File: config.mk
export PLATFORM = sky130hd
export DESIGN_NAME = instr_fetch_unit
export DESIGN_NICKNAME = d
export VERILOG_FILES = /design/src/rtl/cpu16_pkg.sv /design/src/rtl/fetch_fifo.sv /design/src/rtl/instr_fetch_unit.sv
export SDC_FILE = /design/constraint.sdc
export NUM_CORES = 1
export LEC_CHECK = 0
export ABC_AREA = 1
export BUFFER_PORTS_ARGS = -buffer_cell sky130_fd_sc_hd__buf_2
export CORE_MARGIN = 2
export CORE_UTILIZATION = 51
export DETAILED_ROUTE_END_ITERATION = 10
export GPL_ROUTABILITY_DRIVEN = 1
export PLACE_DENSITY = 0.84
export SLEW_MARGIN = 30
export SYNTH_ARGS = -nofsm -noshare
export SYNTH_HDL_FRONTEND = slang
export SYNTH_SLANG_ARGS = --single-unit
export TNS_END_PERCENT = 1
File: constraint.sdc
create_clock -name clk -period 4.9 [get_ports clk]
set_clock_uncertainty 0.1 [all_clocks]
set_input_delay 0.735 -clock clk [delete_from_list [all_inputs] [get_ports clk]]
set_output_delay 0.735 -clock clk [all_outputs]
set_load 0.005 [all_outputs]
File: src/rtl/cpu16_pkg.sv
// Shared constants and types for the cpu16 front end.
// Holds the fetch FSM state enum and the prefetch queue entry layout.
package cpu16_pkg;

  localparam int PC_W    = 8;
  localparam int INSTR_W = 16;
  localparam logic [PC_W-1:0] RESET_PC = 8'h00;

  typedef enum logic [1:0] {
    FETCH   = 2'd0,
    WAIT    = 2'd1,
    DISCARD = 2'd2
  } ifu_state_t;

  typedef struct packed {
    logic [PC_W-1:0]    pc;
    logic [INSTR_W-1:0] instr;
  } ifq_entry_t;

endpackage

File: src/rtl/fetch_fifo.sv
// Two-entry prefetch queue with registered head; clear wins over push.
// Callers only pop when count is non-zero.
module fetch_fifo
  import cpu16_pkg::*;
(
  input  logic       clk,
  input  logic       rst_n,
  input  logic       push,
  input  logic       pop,
  input  logic       clear,
  input  ifq_entry_t din,
  output logic [1:0] count,
  output ifq_entry_t head
);

  ifq_entry_t tail;

  always_ff @(posedge clk or negedge rst_n) begin
    if (!rst_n) begin
      count <= 2'd0;
      head  <= '0;
      tail  <= '0;
    end else if (clear) begin
      count <= 2'd0;
    end else begin
      case ({push, pop})
        2'b10: begin
          if (count == 2'd0) head <= din;
          else               tail <= din;
          count <= count + 2'd1;
        end
        2'b01: begin
          head  <= tail;
          count <= count - 2'd1;
        end
        2'b11: begin
          // Simultaneous push/pop: the new entry lands behind whatever survives.
          if (count == 2'd1) begin
            head <= din;
          end else begin
            head <= tail;
            tail <= din;
          end
        end
        default: ;
      endcase
    end
  end

endmodule

File: src/rtl/instr_fetch_unit.sv
// Instruction fetch front end: PC, single-outstanding fetch FSM and prefetch queue.
// Optional fetch/flush statistics counters are built when IFU_FETCH_STATS_EN is defined.
module instr_fetch_unit #(
  parameter int PC_W    = cpu16_pkg::PC_W,
  parameter int INSTR_W = cpu16_pkg::INSTR_W,
  parameter logic [PC_W-1:0] RESET_PC = cpu16_pkg::RESET_PC
) (
  input  logic               clk,
  input  logic               rst_n,
  output logic               imem_req,
  output logic [PC_W-1:0]    imem_addr,
  input  logic               imem_rvalid,
  input  logic [INSTR_W-1:0] imem_rdata,
  output logic [INSTR_W-1:0] instr,
  output logic [PC_W-1:0]    instr_pc,
  output logic               instr_valid,
  input  logic               instr_ready,
  input  logic               pc_jump,
  input  logic               pc_branch,
  input  logic [PC_W-1:0]    redirect_target
`ifdef IFU_FETCH_STATS_EN
  ,
  output logic [15:0]        fetch_cnt,
  output logic [15:0]        flush_cnt
`endif
);

  cpu16_pkg::ifu_state_t state, state_nxt;
  cpu16_pkg::ifq_entry_t head, din;
  logic [PC_W-1:0] pc;
  logic [1:0]      count;
  logic            redirect, pop, push, fetch_ok;

  assign redirect = pc_jump | pc_branch;
  assign pop      = instr_valid & instr_ready;
  assign push     = (state == cpu16_pkg::WAIT) & imem_rvalid & ~redirect;
  // A slot is reserved at issue time, so a response can never find the queue full.
  assign fetch_ok = (state == cpu16_pkg::FETCH) & ~redirect & ((count != 2'd2) | pop);

  assign imem_req    = rst_n & fetch_ok;
  assign imem_addr   = imem_req ? pc : '0;
  assign instr       = head.instr;
  assign instr_pc    = head.pc;
  assign instr_valid = (count != 2'd0);
  assign din         = '{pc: pc, instr: imem_rdata};

  always_comb begin
    state_nxt = state;
    case (state)
      cpu16_pkg::FETCH:   if (fetch_ok) state_nxt = cpu16_pkg::WAIT;
      cpu16_pkg::WAIT: begin
        if (imem_rvalid)   state_nxt = cpu16_pkg::FETCH;
        else if (redirect) state_nxt = cpu16_pkg::DISCARD;
      end
      // The stale response still has to drain even if another redirect lands.
      cpu16_pkg::DISCARD: if (imem_rvalid) state_nxt = cpu16_pkg::FETCH;
      default:            state_nxt = cpu16_pkg::FETCH;
    endcase
  end

  always_ff @(posedge clk or negedge rst_n) begin
    if (!rst_n) begin
      state <= cpu16_pkg::FETCH;
      pc    <= RESET_PC;
    end else begin
      state <= state_nxt;
      if (redirect)  pc <= redirect_target;
      else if (push) pc <= pc + 1'b1;
    end
  end

  fetch_fifo u_fifo (
    .clk   (clk),
    .rst_n (rst_n),
    .push  (push),
    .pop   (pop),
    .clear (redirect),
    .din   (din),
    .count (count),
    .head  (head)
  );

`ifdef IFU_FETCH_STATS_EN
  logic flush_evt;
  // The entry accepted in the redirect cycle is consumed, not flushed.
  assign flush_evt = redirect & (((count - {1'b0, pop}) != 2'd0) | (state == cpu16_pkg::WAIT));

  always_ff @(posedge clk or negedge rst_n) begin
    if (!rst_n) begin
      fetch_cnt <= 16'h0000;
      flush_cnt <= 16'h0000;
    end else begin
      if (push && fetch_cnt != 16'hFFFF)      fetch_cnt <= fetch_cnt + 16'd1;
      if (flush_evt && flush_cnt != 16'hFFFF) flush_cnt <= flush_cnt + 16'd1;
    end
  end
`endif

endmodule

==> impl_metrics.tcl, run 1 <==
set metrics [dict create \
    status "complete, no violations" \
    setup_viol 0 \
    finalHoldViolCount 0 \
    wire_per_inst_um 13.7 \
    synth_area_per_cell_sq_um 7.11 \
    grt_max_degree 61 \
    holdCritPathClass "register to register" \
    vias 3468 \
    cts_setup_buffers 0 \
    synthDominantCellAreaShare 0.420 \
    tightest_slew_ns 0.935 \
    fill_cells 652 \
    synth_edf_count 0 \
    drive_above_1_share 0.192 \
    cellLeakagePower_nw 2.26 \
    setup_tns_ns 0 \
    synth_cells 503 \
    ctsResizeCount 0 \
    ant_nets 0 \
    first_iter_violations 346 \
    slowest_stage "nand2_2" \
    rows 30 \
    cts_buffer_depth 2 \
    critPathMaxStageDelay_ns 0.39 \
    cts_root_buf "clkbuf_8" \
    viasPerCell 5.32 \
    timing.rr.end "u_fifo.tail[7]" \
    antenna_cells 0 \
    rsz0062_at_grt "false" \
    postPlaceCellArea_sq_um 3870 \
    start_util 0.526 \
    ir_drop_mv 0.157 \
    yosysTopAreaCell "dfrtp_1" \
    synth_top_flop_cell "dfrtp_1" \
    dpl.hpwl_mm 5.76 \
    r2r_setup_slack_ns 1.73 \
    die_w_um 87.7 \
    cap_violations 0 \
    yosys_warnings 0 \
    path_cells "inv_1 -> ha_1 -> inv_2 -> nand2_2 -> nand2_1 -> nand4_1 -> nor2_1 -> buf_2" \
    clkLatencyLatePin_ns 0.36 \
    boundaryPins 64 \
    grt_usage 0.250 \
    finalCriticalPeriod_ns 3.34 \
    critPathBufInv 3 \
    cts_buffers 9 \
    die_y_um 87.7 \
    worstSetupEndpointType "primary output" \
    r2r-start "u_fifo.count[1]" \
    wirelength_mm 8.91 \
    reg2reg_depth 7 \
    clk_pin_slew_ns 0.07 \
    tritoncts "built" \
    crit_arrival_ns 2.51 \
    die_area_sq_um 7700 \
    fp.coreArea_sq_um 6790 \
    numPortBuffers 63 \
    cpLargestDelayFamily "simple AND/OR/NAND/NOR gates" \
    dr.pass1.iters 5 \
    fin_crit_sh 0.682 \
    routabilityCongestion 0.841 \
    cts_hold_buf 0 \
    grt_pass1_vias 3246 \
    synth_area_leaders "dfrtp_1 42%, nand2_1 23%, nand3_1 11%, inv_1 3.6%, o21ai_2 2.4%" \
    gr-total-overflow 0 \
    syn-num-nets 537 \
    synth.yosys.seq_area_share 0.420 \
    num-nets-final 586 \
    final_area_sq_um 4060 \
    synth_common_cells "223 x nand2_1, 79 x nand3_1, 60 x dfrtp_1" \
    drcViolationCount 0 \
    crit_fanout 29 \
    whs_path_depth 2 \
    startpoint_type "register" \
    maxSlewHeadroom 0.377 \
    worstPathRequired_ns 4.07 \
    syn_area_sq_um 3580 \
    yosys_register_bits 60 \
    crit_type "register to primary output" \
    syn2layout_area_growth_pct 13.4 \
    clock_sinks 60 \
    fmaxAchievable_mhz 299 \
    synth.distinct_cells 32 \
    hp-start "u_fifo.head[7]" \
    grt_pass1_wl_mm 14.9 \
    synth_most_common_cell "nand2_1" \
    antenna_found_initial 0 \
    holdPathEnd "u_fifo.head[7]" \
    htreeDepth 3 \
    maxSlewViolCount 0 \
    synthArstFlopShare 1.00 \
    powerDensity_nw_per_um2 369 \
]
-- layout make-up --
type,instances,area [sq um],area share
multi-input cells,377,1770,0.436
flip-flops and latches,60,1500,0.370
repair buffers,65,330,0.0815
clock buffers,14,183,0.0450
inverters,39,146,0.0361
well taps,96,120,0.0296
clock inverters,1,5.00,0.00123
-- tightest hold or removal path, delay by kind of cell (launching register included) --
family,cells,cell delay (ns)
flip-flops,1,0.34
AND/OR/NAND/NOR,2,0.10
-- power breakdown --
part           switching [mW]  total [mW]  internal (mW)  leakage, nW
clock                   0.197       0.432          0.235       0.0986
sequential             0.0771       0.687          0.610        0.781
combinational           0.217       0.375          0.158         1.38
total                   0.491        1.49           1.00         2.26
-- sequential cells by signal (all words and copies together), names as in the netlist --
register	cells
u_fifo.head	24
u_fifo.tail	24
state	2
u_fifo.count	2
pc	8
-- layout by cell type, fill, tap and decap left out, drive strengths merged --
master,n
a21oi,2
a31oi,1
buf,65
clkbuf,14
clkinv,2
dfrtp,60
ha,4
inv,38
nand2,231
nand3,80
nand3b,1
nand4,2
nor2,18
o211ai,4
o21ai,27
o21bai,1
o221ai,1
o31ai,1
xnor2,1
xor2,3
-- per-layer routing --
metal / routed length [um] / vias to the layer above / global-route usage
li1: - / 1682 / -
met1: 3770 / 1621 / 0.327
met2: 4340 / 150 / 0.397
met3: 655 / 15 / 0.0547
met4: 147 / 0 / 0.113
met5: 0 / - / 0
-- worst max-delay path by stage --
stage | depth (start not counted) | from | slack, ns | end
finish | 8 | u_fifo.count[0] | 1.56 | imem_addr[1]
global route | 8 | u_fifo.count[0] | 1.34 | imem_addr[3]
CTS | 8 | u_fifo.count[0] | 1.53 | imem_addr[1]
detailed placement | 7 | u_fifo.count[1] | 1.77 | u_fifo.tail[7]
global placement | 7 | u_fifo.count[1] | 1.81 | u_fifo.tail[7]
floorplan | 8 | u_fifo.count[0] | 2.61 | imem_addr[0]
-- stage by stage --
step	hold slack (ns)	worst slack, ns	instances	power [mW]	utilization
after floorplan	0.339	2.61	503	0.915	-
after global placement	0.359	1.81	637	1.05	0.569
after detailed placement	0.360	1.77	637	1.07	0.569
after CTS	0.377	1.53	652	1.50	0.597
after global routing	0.402	1.34	652	1.59	0.597
final	0.373	1.56	652	1.49	0.597
-- kinds of logic (layout without fill, tap and decap cells) --
family,Yosys count,in the layout,synth area share
buffers and inverters,66,119,0.0868
DFF,60,60,0.420
adders and majority gates,4,4,0.0140
and+or+nand+nor,332,332,0.395
AOI/OAI and AO/OA,37,37,0.0749
xor gates and xnor gates,4,4,0.00980
Note: power is estimated with default switching activity, not from simulation.
==> run 2, diff against run 1 <==
--- a/config.mk
+++ b/config.mk
@@ -5,13 +5,13 @@
 export SDC_FILE = /design/constraint.sdc
 export NUM_CORES = 1
 export LEC_CHECK = 0
-export ABC_AREA = 1
+export ABC_AREA = 0
 export BUFFER_PORTS_ARGS = -buffer_cell sky130_fd_sc_hd__buf_2
 export CORE_MARGIN = 2
-export CORE_UTILIZATION = 51
+export CORE_UTILIZATION = 49
 export DETAILED_ROUTE_END_ITERATION = 10
 export GPL_ROUTABILITY_DRIVEN = 1
-export PLACE_DENSITY = 0.84
+export PLACE_DENSITY = 0.86
 export SLEW_MARGIN = 30
 export SYNTH_ARGS = -nofsm -noshare
 export SYNTH_HDL_FRONTEND = slang
==> constraint.sdc (replaced) <==
create_clock -name clk -period 2.9 [get_ports clk]
set_clock_uncertainty 0.1 [all_clocks]
set_input_delay 0.435 -clock clk [delete_from_list [all_inputs] [get_ports clk]]
set_output_delay 0.435 -clock clk [all_outputs]
set_load 0.005 [all_outputs]
==> run 2 against run 1 <==
  * Clock power increased by 110%
  * Flip-flop and latch count unchanged
  * Synthesized cell count decreased by 45%
  * First-iteration DRC count decreased by 43%
  * Critical endpoint unchanged
  * Largest cell class is now flip-flops and latches
  * Highest routed layer unchanged
==> impl_metrics.tcl, run 2 <==
set metrics [dict create \
    status "complete, no violations" \
    synth_cells 279 \
    final_cells 421 \
    vias 2337 \
    wire_per_inst_um 15.4 \
    cts_root_buf "clkbuf_8" \
    routabilityCongestion 0.892 \
    worstPathRequired_ns 2.37 \
    startpoint_type "register" \
    finalHoldViolCount 0 \
    syn_area_sq_um 2930 \
    critPathMaxStageDelay_ns 0.41 \
    start_util 0.501 \
    slowest_stage "dfrtp_1" \
    syn2layout_area_growth_pct 20.2 \
    die_w_um 81.4 \
    rsz0062_at_grt "false" \
    rows 28 \
    fin_crit_sh 0.912 \
    ir_drop_mv 0.348 \
    setup_viol 0 \
    grt_pass1_vias 2224 \
    cts_setup_buffers 0 \
    grt_max_degree 61 \
    finalCriticalPeriod_ns 2.64 \
    clock_sinks 60 \
    synth_top_flop_cell "dfrtp_1" \
    viasPerCell 5.55 \
    crit_arrival_ns 2.11 \
    worst-path-stages 7 \
    fp.coreArea_sq_um 5850 \
    critPathBufInv 2 \
    wirelength_mm 6.50 \
    crit_fanout 14 \
    synth_most_common_cell "dfrtp_1" \
    dpl.hpwl_mm 4.40 \
    reg2reg_depth 3 \
    worstSetupEndpointType "primary output" \
    layout_common_cells "63 x buf_2, 60 x dfrtp_1, 32 x o21ai_0" \
    final_common_cell "buf_2" \
    gr-total-overflow 0 \
    yosys_register_bits 60 \
    powerDensity_nw_per_um2 705 \
    maxSlewViolCount 0 \
    antenna_cells 0 \
    cpLargestDelayFamily "simple AND/OR/NAND/NOR gates" \
    grt_pass1_wl_mm 10.4 \
    cts_buffers 9 \
    grt_usage 0.210 \
    ant_nets 0 \
    yosys_warnings 0 \
    cap_violations 0 \
    synth_common_cells "60 x dfrtp_1, 32 x o21ai_0, 26 x a21oi_1" \
    tightest_slew_ns 0.733 \
    setup_tns_ns 0 \
    drcViolationCount 0 \
    maxSlewHeadroom 0.512 \
    tritoncts "built" \
    synthArstFlopShare 1.00 \
    die_area_sq_um 6620 \
    synth_area_per_cell_sq_um 10.5 \
    drive_above_1_share 0.324 \
    top_regs "u_fifo.head x24, u_fifo.tail x24, pc x8" \
    synth.yosys.seq_area_share 0.512 \
    dpl.cell_count 405 \
    clk_pin_slew_ns 0.06 \
    path_cells "inv_1 -> ha_2 -> nand2b_1 -> nand2_1 -> and4b_1 -> and2_1 -> buf_2" \
    antenna_found_initial 0 \
    syn-num-nets 313 \
    postPlaceCellArea_sq_um 3270 \
    whs_ns 0.191 \
    synth_area_leaders "dfrtp_1 51%, mux2_2 9.2%, o21ai_0 5.5%, mux2i_1 5.1%, a21oi_1 4.4%" \
    cts_buffer_depth 2 \
    clkLatencyLatePin_ns 0.33 \
    die_y_um 81.4 \
    synth_edf_count 0 \
    htreeDepth 3 \
    holdCritPathClass "input pin to asynchronous set/reset pin" \
    fmaxAchievable_mhz 378 \
    num-nets-final 375 \
    synth.distinct_cells 38 \
    crit_type "register to primary output" \
    first_iter_violations 198 \
    cellLeakagePower_nw 1.80 \
    dr.pass1.iters 4 \
    boundaryPins 64 \
    final_area_sq_um 3520 \
    yosysTopAreaCell "dfrtp_1" \
    synthDominantCellAreaShare 0.512 \
    numPortBuffers 63 \
]
==> run 2: changes by cell type in the layout (fill, tap and decap cells not counted), sizes merged, moves of 3 or more <==
cell | previous run | this run
mux2 | 0 | 24
nand2 | 231 | 23
xnor2 | 1 | 5
bufinv | 0 | 3
nand3 | 80 | 2
o21ai | 27 | 37
o211ai | 4 | 0
and2 | 0 | 8
a21oi | 2 | 27
nor2 | 18 | 21
mux2i | 0 | 15
inv | 38 | 12
==> run 2: kinds of logic after synthesis <==
group	count (synthesis)	synth area share
compound gates	69	0.129
xor+xnor	9	0.0269
fa+ha+maj	4	0.0171
buf+inv	28	0.0491
flops	60	0.512
mux	39	0.143
simple gates	70	0.122
==> run 2: path summary, 6_finish.rpt <==
check                             endpoint  slack [ns]                from
setup reg to reg           u_fifo.tail[17]        0.60            state[0]
hold reg to reg            u_fifo.head[14]        0.39     u_fifo.head[14]
hold / removal                    state[0]        0.19               rst_n
setup / recovery              imem_addr[1]        0.26     u_fifo.count[0]
min in group clk                     pc[5]        0.21  redirect_target[5]
max in group asynchronous  u_fifo.tail[18]        2.04               rst_n
==> run 2: where the power goes <==
part           switching [mW]  leakage [nW]  internal (mW)
Clock                   0.308         0.127          0.617
Combinational           0.233         0.903          0.222
Sequential              0.104         0.770           1.00
==> run 2: layout make-up <==
cell class / instances / area [sq um]
timing repair buffer: 67 / 345
tap: 75 / 93.8
multi-input combinational: 191 / 1290
sequential: 60 / 1500
fill: 475 / 2330
inverter: 12 / 45.0
clock buffer: 12 / 155
clock inverter: 4 / 95.1
==> run 2: routing by layer <==
layer  global-route usage  share of wire  up-vias
li1                     -              -     1091
met1                0.272           0.42     1167
met2                0.342           0.52       71
met3               0.0533          0.044        8
met4               0.0763          0.014        0
met5                    0              0        -
==> run 2: metrics by stage <==
step / setup WS (ns) / utilization / total power [mW]
detailed placement: 0.509 / 0.559 / 1.58
global route: 0.120 / 0.602 / 2.63
finish: 0.257 / 0.602 / 2.49
global placement: 0.550 / 0.559 / 1.54
CTS: 0.146 / 0.602 / 2.51
floorplan: 0.941 / - / 1.34
==> run 2: worst register-to-register path, cell delays in order, from the launching register on <==
cell and delay (ns):
dfrtp_1 0.49, and3b_1 0.48, nand3_2 0.61, mux2_2 0.50
==> run 2: timing repair <==
item	CTS	global route
setup endpoints to repair	0	4
hold endpoints to repair	0	0
gates resized for setup	0	1
hold buffers	0	0
==> run 3, diff against run 2 <==
--- a/config.mk
+++ b/config.mk
@@ -8,10 +8,10 @@
 export ABC_AREA = 0
 export BUFFER_PORTS_ARGS = -buffer_cell sky130_fd_sc_hd__buf_2
 export CORE_MARGIN = 2
-export CORE_UTILIZATION = 49
+export CORE_UTILIZATION = 40
 export DETAILED_ROUTE_END_ITERATION = 10
 export GPL_ROUTABILITY_DRIVEN = 1
-export PLACE_DENSITY = 0.86
+export PLACE_DENSITY = 0.74
 export SLEW_MARGIN = 30
 export SYNTH_ARGS = -nofsm -noshare
 export SYNTH_HDL_FRONTEND = slang
==> run 3 against run 2 <==
  * Total power shrank 4.3%
  * Worst setup slack gained 0.036 ns
  * Fmax grew 1.4%
  * Clock power shrank 9.7%
  * Sequential power is essentially flat
  * Highest routed layer unchanged
  * First-iteration DRC count shrank 15%
==> impl_metrics.tcl, run 3 (synthesized netlist as in run 2, its figures left out) <==
set metrics [dict create \
    dpl.cell_count 432 \
    finalCriticalPeriod_ns 2.61 \
    worstSetupEndpointType "primary output" \
    setup_viol 0 \
    grt_max_degree 61 \
    power_frac_comb 0.186 \
    final_cells 448 \
    clock_sinks 60 \
    worst-path-stages 7 \
    cellLeakagePower_nw 1.80 \
    powerDensity_nw_per_um2 670 \
    ir_drop_mv 0.208 \
    die_w_um 89.6 \
    fin_crit_sh 0.899 \
    finalHoldViolCount 0 \
    crit_arrival_ns 2.07 \
    worstPathRequired_ns 2.37 \
    drive_above_1_share 0.332 \
    drcViolationCount 0 \
    status "complete, no violations" \
    first_iter_violations 169 \
    grt_pass1_wl_mm 9.96 \
    gr-total-overflow 0 \
    whs_ns 0.177 \
    reg2reg_depth 8 \
    fin_ws_ns 0.292 \
    final_area_sq_um 3550 \
    final_common_cell "buf_2" \
    clkLatencyLatePin_ns 0.34 \
    tritoncts "built" \
    post-place-ws_ns 0.552 \
    slowest_stage "dfrtp_1" \
    antenna_found_initial 0 \
    tightest_slew_ns 0.753 \
    critPathBufInv 2 \
    r2r-start "u_fifo.count[1]" \
    ant_nets 0 \
    syn2layout_area_growth_pct 21.2 \
    maxSlewViolCount 0 \
    crit_fanout 14 \
    die_y_um 89.6 \
    p_sw_frac 0.272 \
    power_frac_seq 0.464 \
    internal_power_mw 1.73 \
    dr.pass1.iters 4 \
    rows 31 \
    start_util 0.409 \
    wirelength_mm 6.04 \
    top_regs "u_fifo.head x24, u_fifo.tail x24, pc x8" \
    die_area_sq_um 8030 \
    fp.coreArea_sq_um 7180 \
    cpLargestDelayFamily "simple AND/OR/NAND/NOR gates" \
    fmaxAchievable_mhz 384 \
    clk_pin_slew_ns 0.07 \
    num-nets-final 378 \
    clkPwrFrac 0.351 \
    boundaryPins 64 \
    cts_buffer_depth 2 \
    grt_usage 0.166 \
    vias 2258 \
    dpl.hpwl_mm 4.20 \
    timing.rr.end "u_fifo.head[6]" \
    rsz0062_at_grt "false" \
    holdCritPathClass "input pin to asynchronous set/reset pin" \
    grt_pass1_vias 2184 \
    numPortBuffers 63 \
    cts_setup_buffers 0 \
    setup_tns_ns 0 \
    critPathMaxStageDelay_ns 0.41 \
    startpoint_type "register" \
    cts_root_buf "clkbuf_8" \
    path_cells "inv_1 -> ha_2 -> nand2b_1 -> nand2_1 -> and4b_1 -> and2_1 -> buf_2" \
    switchingPower_mw 0.647 \
    maxSlewHeadroom 0.498 \
    r2r_setup_slack_ns 0.84 \
    routabilityCongestion 0.796 \
    htreeDepth 3 \
    crit_type "register to primary output" \
    cts_buffers 9 \
    postPlaceCellArea_sq_um 3320 \
    wire_per_inst_um 13.5 \
    cap_violations 0 \
    layout_common_cells "63 x buf_2, 60 x dfrtp_1, 32 x o21ai_0" \
    antenna_cells 0 \
    viasPerCell 5.04 \
]
[run 3: cell types whose count changed in the layout (fill, tap and decap cells not counted)]
cell	before	now
clkbuf_1	1	0
clkinv_4	0	2
clkbuf_8	11	10
clkinv_2	1	2
buf_4	4	7
bufinv_16	3	2
[run 3: routing by layer]
metal / up-vias / wire [um] / share of wire / global-route usage
li1: 1091 / - / - / -
met1: 1101 / 2570 / 0.43 / 0.207
met2: 56 / 2990 / 0.50 / 0.257
met3: 10 / 347 / 0.057 / 0.0594
met4: 0 / 124 / 0.021 / 0.0773
met5: - / 0 / 0 / 0
[run 3: worst max-delay path by stage]
stage,startpoint,end,slack (ns)
floorplan,pc_branch,imem_addr[0],0.94
global placement,u_fifo.count[0],imem_addr[7],0.62
detailed placement,u_fifo.count[0],imem_addr[7],0.55
CTS,u_fifo.count[1],imem_addr[7],0.18
global route,u_fifo.count[1],imem_addr[0],0.11
finish,u_fifo.count[1],imem_addr[7],0.29
[run 3: layout make-up]
class / count / area (sq um)
fill: 663 / 3620
timing repair buffer: 70 / 368
inverter: 12 / 45.0
sequential: 60 / 1500
tap: 99 / 124
clock buffer: 10 / 138
multi-input combinational: 191 / 1290
clock inverter: 6 / 87.6
[run 3: worst reg2reg max path: cells and delay by family, from the launching register on]
kind | cells | cell delay [ns]
buf+inv | 3 | 0.56
flops | 1 | 0.41
fa+ha+maj | 1 | 0.32
simple gates | 2 | 0.33
compound gates | 2 | 0.26
[run 3: power by group through the flow]
stage / sequential, mW / clock [mW] / combinational [mW]
after floorplan: 1.12 / 0 / 0.221
after detailed placement: 1.12 / 0 / 0.447
after CTS: 1.11 / 0.858 / 0.448
after global placement: 1.12 / 0 / 0.431
final: 1.10 / 0.834 / 0.442
after global routing: 1.13 / 0.897 / 0.517
[run 3: repair_timing]
item	CTS	global route
resized for setup	0	1
setup endpoints to repair	0	8
hold buffers	0	0
[run 3: per-stage QoR]
step	util	power (mW)
3_3_place_gp	0.463	1.55
2_1_floorplan	-	1.34
4_1_cts	0.495	2.41
6_report	0.495	2.38
3_5_place_dp	0.463	1.57
5_1_grt	0.495	2.54
